==> config.mk <==
export PLATFORM = sky130hd
export DESIGN_NAME = lm_sm_sequencer
export DESIGN_NICKNAME = d
export VERILOG_FILES = /design/src/rtl/isa_pkg.sv /design/src/rtl/lsb_prio_enc8.sv /design/src/rtl/lm_sm_sequencer.sv
export SDC_FILE = /design/constraint.sdc
export NUM_CORES = 1
export LEC_CHECK = 0
export ABC_AREA = 1
export CAP_MARGIN = 20
export CORE_UTILIZATION = 50
export CTS_CLUSTER_DIAMETER = 100
export DETAILED_ROUTE_END_ITERATION = 6
export DONT_BUFFER_PORTS = 1
export SLEW_MARGIN = 20
export SYNTH_ARGS = -nofsm -noshare
export SYNTH_HDL_FRONTEND = slang
export SYNTH_SLANG_ARGS = --single-unit
==> constraint.sdc <==
create_clock -name clk -period 1.9 [get_ports clk]
set_clock_uncertainty 0.15 [all_clocks]
set_input_delay 0.38 -clock clk [delete_from_list [all_inputs] [get_ports clk]]
set_output_delay 0.38 -clock clk [all_outputs]
set_load 0.02 [all_outputs]
==> src/rtl/isa_pkg.sv <==
// rtl/isa_pkg.sv - IITB-RISC opcode constants and LM/SM field positions
package isa_pkg;

  // Opcodes of the load/store multiple instructions (instr[15:12])
  localparam logic [3:0] OPC_LM = 4'b0110;
  localparam logic [3:0] OPC_SM = 4'b0111;

  // Instruction field positions
  localparam int OPC_MSB  = 15;
  localparam int OPC_LSB  = 12;
  localparam int RA_MSB   = 11;
  localparam int RA_LSB   = 9;
  localparam int MASK_MSB = 7;
  localparam int MASK_LSB = 0;

  // Index into the 8-entry register file
  typedef logic [2:0] reg_idx_t;

  // True for instructions that expand into one micro-op per mask bit
  function automatic logic is_multi(input logic [15:0] instr);
    return (instr[OPC_MSB:OPC_LSB] == OPC_LM) || (instr[OPC_MSB:OPC_LSB] == OPC_SM);
  endfunction

endpackage

==> src/rtl/lsb_prio_enc8.sv <==
// rtl/lsb_prio_enc8.sv - lowest-set-bit priority encoder for an 8-bit register mask
module lsb_prio_enc8
  import isa_pkg::*;
(
  input  logic [7:0] mask_i,
  output reg_idx_t   idx_o,
  output logic [7:0] clr_o,
  output logic       any_o,
  output logic       one_o
);

  logic found;

  // Scan upward so the lowest set bit wins; R0 is emitted first
  always_comb begin
    idx_o = '0;
    found = 1'b0;
    for (int i = 0; i < 8; i++) begin
      if (!found && mask_i[i]) begin
        idx_o = reg_idx_t'(i);
        found = 1'b1;
      end
    end
  end

  // Isolate the lowest set bit (mask & -mask) and flag a single remaining bit
  always_comb begin
    clr_o = mask_i & (~mask_i + 8'd1);
    any_o = |mask_i;
    one_o = any_o && ((mask_i & ~clr_o) == 8'd0);
  end

endmodule

==> src/rtl/lm_sm_sequencer.sv <==
// rtl/lm_sm_sequencer.sv - expands LM/SM into per-register micro-ops, passes others through
module lm_sm_sequencer
  import isa_pkg::*;
(
  input  logic        clk,
  input  logic        reset,
  input  logic        flush,
  input  logic        in_valid,
  output logic        in_ready,
  input  logic [15:0] instr_in,
  input  logic [15:0] pc_in,
  input  logic        out_ready,
  output logic        uop_valid,
  output logic [15:0] uop_instr,
  output logic [15:0] uop_pc,
  output logic [2:0]  uop_reg,
  output logic [2:0]  uop_offset,
  output logic        uop_is_multi,
  output logic        uop_first,
  output logic        uop_last,
  output logic        busy
);

  localparam logic [0:0] ST_IDLE = 1'b0;
  localparam logic [0:0] ST_SEQ  = 1'b1;

  logic [0:0]  state_q,   state_d;
  logic [7:0]  pending_q, pending_d;
  logic        valid_q,   valid_d;
  logic [15:0] instr_q,   instr_d;
  logic [15:0] pc_q,      pc_d;
  reg_idx_t    reg_q,     reg_d;
  logic [2:0]  offset_q,  offset_d;
  logic        multi_q,   multi_d;
  logic        first_q,   first_d;
  logic        last_q,    last_d;

  logic        advance;
  logic        accept;
  logic [7:0]  enc_in;
  reg_idx_t    enc_idx;
  logic [7:0]  enc_clr;
  logic        enc_any;
  logic        enc_one;

  // Slot can take a new entry when empty or when downstream consumes it
  always_comb begin
    advance  = !valid_q || out_ready;
    in_ready = (state_q == ST_IDLE) && advance && !flush;
    accept   = in_valid && in_ready;
    // Sequencing walks the pending mask; otherwise look at the incoming mask
    enc_in   = (state_q == ST_SEQ) ? pending_q : instr_in[MASK_MSB:MASK_LSB];
  end

  lsb_prio_enc8 u_enc (
    .mask_i (enc_in),
    .idx_o  (enc_idx),
    .clr_o  (enc_clr),
    .any_o  (enc_any),
    .one_o  (enc_one)
  );

  // Next-state: flush squashes everything, SEQ emits the next register, IDLE accepts
  always_comb begin
    state_d   = state_q;
    pending_d = pending_q;
    valid_d   = valid_q;
    instr_d   = instr_q;
    pc_d      = pc_q;
    reg_d     = reg_q;
    offset_d  = offset_q;
    multi_d   = multi_q;
    first_d   = first_q;
    last_d    = last_q;

    if (flush) begin
      valid_d   = 1'b0;
      state_d   = ST_IDLE;
      pending_d = 8'd0;
    end else if (state_q == ST_SEQ) begin
      if (advance) begin
        valid_d   = 1'b1;
        reg_d     = enc_idx;
        offset_d  = offset_q + 3'd1;
        first_d   = 1'b0;
        last_d    = enc_one;
        pending_d = pending_q & ~enc_clr;
        state_d   = enc_one ? ST_IDLE : ST_SEQ;
      end
    end else if (advance) begin
      // Slot drains unless something new is loaded below
      valid_d = 1'b0;
      if (accept) begin
        instr_d  = instr_in;
        pc_d     = pc_in;
        offset_d = 3'd0;
        first_d  = 1'b1;
        if (is_multi(instr_in)) begin
          // An empty mask is consumed without producing a micro-op
          if (enc_any) begin
            valid_d   = 1'b1;
            reg_d     = enc_idx;
            multi_d   = 1'b1;
            last_d    = enc_one;
            pending_d = instr_in[MASK_MSB:MASK_LSB] & ~enc_clr;
            state_d   = enc_one ? ST_IDLE : ST_SEQ;
          end
        end else begin
          valid_d = 1'b1;
          reg_d   = '0;
          multi_d = 1'b0;
          last_d  = 1'b1;
        end
      end
    end
  end

  // State and output slot registers; reset clears everything including outputs
  always_ff @(posedge clk) begin
    if (reset) begin
      state_q   <= ST_IDLE;
      pending_q <= 8'd0;
      valid_q   <= 1'b0;
      instr_q   <= 16'd0;
      pc_q      <= 16'd0;
      reg_q     <= '0;
      offset_q  <= 3'd0;
      multi_q   <= 1'b0;
      first_q   <= 1'b0;
      last_q    <= 1'b0;
    end else begin
      state_q   <= state_d;
      pending_q <= pending_d;
      valid_q   <= valid_d;
      instr_q   <= instr_d;
      pc_q      <= pc_d;
      reg_q     <= reg_d;
      offset_q  <= offset_d;
      multi_q   <= multi_d;
      first_q   <= first_d;
      last_q    <= last_d;
    end
  end

  // Drive outputs straight from the slot
  always_comb begin
    uop_valid    = valid_q;
    uop_instr    = instr_q;
    uop_pc       = pc_q;
    uop_reg      = reg_q;
    uop_offset   = offset_q;
    uop_is_multi = multi_q;
    uop_first    = first_q;
    uop_last     = last_q;
    busy         = (state_q == ST_SEQ);
  end

endmodule

==> results.json <==
{
  "detailedPlacementHpwl_mm": 3.82,
  "synth-warning-count": 0,
  "max-cap-violations": 0,
  "dr_total_vias": 2059,
  "synth.top_cells.by_area": "sky130_fd_sc_hd__dfxtp_1 44%, sky130_fd_sc_hd__nand2_1 17%, sky130_fd_sc_hd__a21oi_1 9.8%",
  "grt_pass1_wl_mm": 8.67,
  "drt-wirelength-per-cell_um": 15.2,
  "finalWorstPathRequiredPeriod_ps": 1840,
  "routabilityCongestion": 0.907,
  "final_nets": 368,
  "critical_path_peak_fanout": 8,
  "number_of_antenna_violations_at_the_first_check_in_global_routing": 0,
  "grt_pass1_vias": 1846,
  "grt.overflow.total": 0,
  "min_path_type": "input pin to flip-flop",
  "filler_cell_count": 409,
  "cts-buffers-inserted": 5,
  "placeableCoreArea_um2": 4380,
  "syn_to_final_growth_pct": 17.9,
  "cts.root.buffer_cell": "sky130_fd_sc_hd__clkbuf_8",
  "slew_violations": 0,
  "max-slew-margin-rel": 0.731,
  "worst-endpoint-required_ps": 2000,
  "global_route.usage.total": 0.226,
  "synth_fp_nets": 358,
  "placement_rows": 24,
  "crit_path_end_kind": "flip-flop",
  "layout.area.seq_um2": 1000,
  "cts.sinks": 50,
  "drc_errors_left": 0,
  "worstPathArrival_ps": 1940,
  "clk_pin_slew_ps": 90,
  "syn-cell-area_um2": 2290,
  "dp_slack_ps": -2.84,
  "fmax_mhz": 543,
  "worst_pin_slew_ps": 400,
  "swShare": 0.270,
  "vdd.ir_drop.worst_mv": 0.707,
  "outcome": "finished clean",
  "power.sequential.fraction": 0.531,
  "cell_internal_pwr_mw": 1.61,
  "yosysTopAreaCellShare": 0.436,
  "setup_viol": 0,
  "clkLatencyLatePin_ps": 300,
  "multi_input_comb_area_um2": 1180,
  "worstSetupStartpointType": "flip-flop",
  "n_diodes": 0,
  "final_min_period_over_clock_period": 0.970,
  "layout_common_cells": "93 x sky130_fd_sc_hd__nand2_1, 49 x sky130_fd_sc_hd__dfxtp_1, 44 x sky130_fd_sc_hd__a21oi_1",
  "hold_viol": 0,
  "chipHeight_um": 69.7,
  "power.density_cell_area_nw_per_um2": 813,
  "mostFrequentLayoutCell": "sky130_fd_sc_hd__nand2_1",
  "route.final.wire_length_mm": 5.83,
  "first_pass_iters": 4,
  "p_sw_mw": 0.593,
  "die_w_um": 69.7,
  "start_util": 0.523,
  "routed_via_density": 5.38,
  "maximum_number_of_pins_on_one_net_before_global_route_repair": 35,
  "finalHoldWorstSlack_ps": 46.7,
  "path_class": "flip-flop to flip-flop",
  "fin_ws_ps": 56.9,
  "rsz_0062_raised_after_global_routing": "yes",
  "first_iter_violations": 150,
  "place.port_buffers": 0,
  "post_synth_inst_count": 320,
  "ioPinCount": 81,
  "yosys_register_bits": 50,
  "share_comb_of_total_power": 0.105,
  "ys_types": 26,
  "cts_tree": "yes",
  "syn_area_per_cell_um2": 7.17,
  "yosysTopAreaCell": "sky130_fd_sc_hd__dfxtp_1",
  "htree_levels": 2,
  "die-area_um2": 4860,
  "number_of_buffers_between_clock_root_and_the_deepest_sink": 2,
  "p_leak_nw": 1.09,
  "synth_seq_area_share": 0.436,
  "share_of_layout_cells_above_drive_strength_1": 0.202,
  "clock_power_share": 0.364,
  "final_antenna_net_count": 0
}
[routing by layer]
layer | track usage | vias up | wire length, um
met4 | 0.0711 | 0 | 47
met2 | 0.352 | 81 | 2670
met1 | 0.300 | 930 | 2590
met5 | 0 | - | 0
li1 | - | 1044 | -
met3 | 0.0712 | 4 | 516
[worst max-delay path, cell delays in order (launching register included)]
cell	delay (ps)
sky130_fd_sc_hd__dfxtp_4	380
sky130_fd_sc_hd__buf_12	160
sky130_fd_sc_hd__inv_16	70
sky130_fd_sc_hd__nand2_2	60
sky130_fd_sc_hd__nand2_4	90
sky130_fd_sc_hd__nand3_4	100
sky130_fd_sc_hd__nor2_4	170
sky130_fd_sc_hd__nand4_1	170
sky130_fd_sc_hd__nand3_2	160
sky130_fd_sc_hd__inv_2	60
sky130_fd_sc_hd__nand2_1	60
sky130_fd_sc_hd__nand2_1	40
sky130_fd_sc_hd__nor2_1	100
[synth_stat cells, drive strengths merged]
master and instances:
a211oi 3, a21oi 45, a22oi 1, buf 7, clkbuf 8, dfxtp 50
ha 1, inv 29, nand2 113, nand3 13, nand4 2, nor2 26
nor3 3, o21ai 18, o31ai 1
[timing repair]
action / 4_1_cts / 5_1_grt
gates resized for setup: 1 / 39
hold endpoints to repair: 32 / 32
cloned: 0 / 4
buffers inserted: 0 / 3
endpoints found under the setup margin: 1 / 14
pin swaps: 0 / 14
[kinds of logic (layout without fill, tap and decap cells)]
group	count (synthesis)	count (layout)	share of synthesized area
AOI/OAI and AO/OA	68	68	0.155
adders and majority gates	1	1	0.00545
buffers and inverters	44	55	0.0911
DFF	50	50	0.436
and+or+nand+nor	157	157	0.312
[area by class of cell]
type / count / share of cell area
timing repair inverter: 2 / 0.00555
sequential: 50 / 0.372
clock inverter: 2 / 0.0143
tap: 52 / 0.0241
multi-input combinational: 226 / 0.438
timing repair buffer: 16 / 0.0680
clock buffer: 6 / 0.0305
inverter: 29 / 0.0481
[through the flow]
step	util	total power [mW]	cells	setup TNS (ps)	area [um2]
floorplan	-	1.34	320	0	2290
global placement	0.537	1.38	367	-7.73	2350
detailed placement	0.537	1.38	367	-2.84	2350
CTS	0.564	2.19	375	0	2470
global route	0.617	2.29	383	-194	2700
finish	0.617	2.20	383	0	2700
[power groups by stage]
| stage | combinational (mW) | clock [mW] | sequential, mW |
|---|---|---|---|
| after global placement | 0.188 | 0 | 1.19 |
| final | 0.231 | 0.801 | 1.17 |
| after floorplan | 0.157 | 0 | 1.19 |
| after detailed placement | 0.190 | 0 | 1.19 |
| after CTS | 0.191 | 0.826 | 1.17 |
| after global routing | 0.259 | 0.861 | 1.17 |
[final timing paths]
path	start	to	slack (ps)	depth (start not counted)
worst max register to register	busy	uop_reg[0]	60	12
worst max-delay path	busy	uop_reg[0]	60	12
worst min register to register	pending_q[7]	pending_q[7]	360	2
worst min-delay path	instr_in[0]	uop_instr[0]	50	2
No activity file was read; power rests on OpenSTA's default activity.
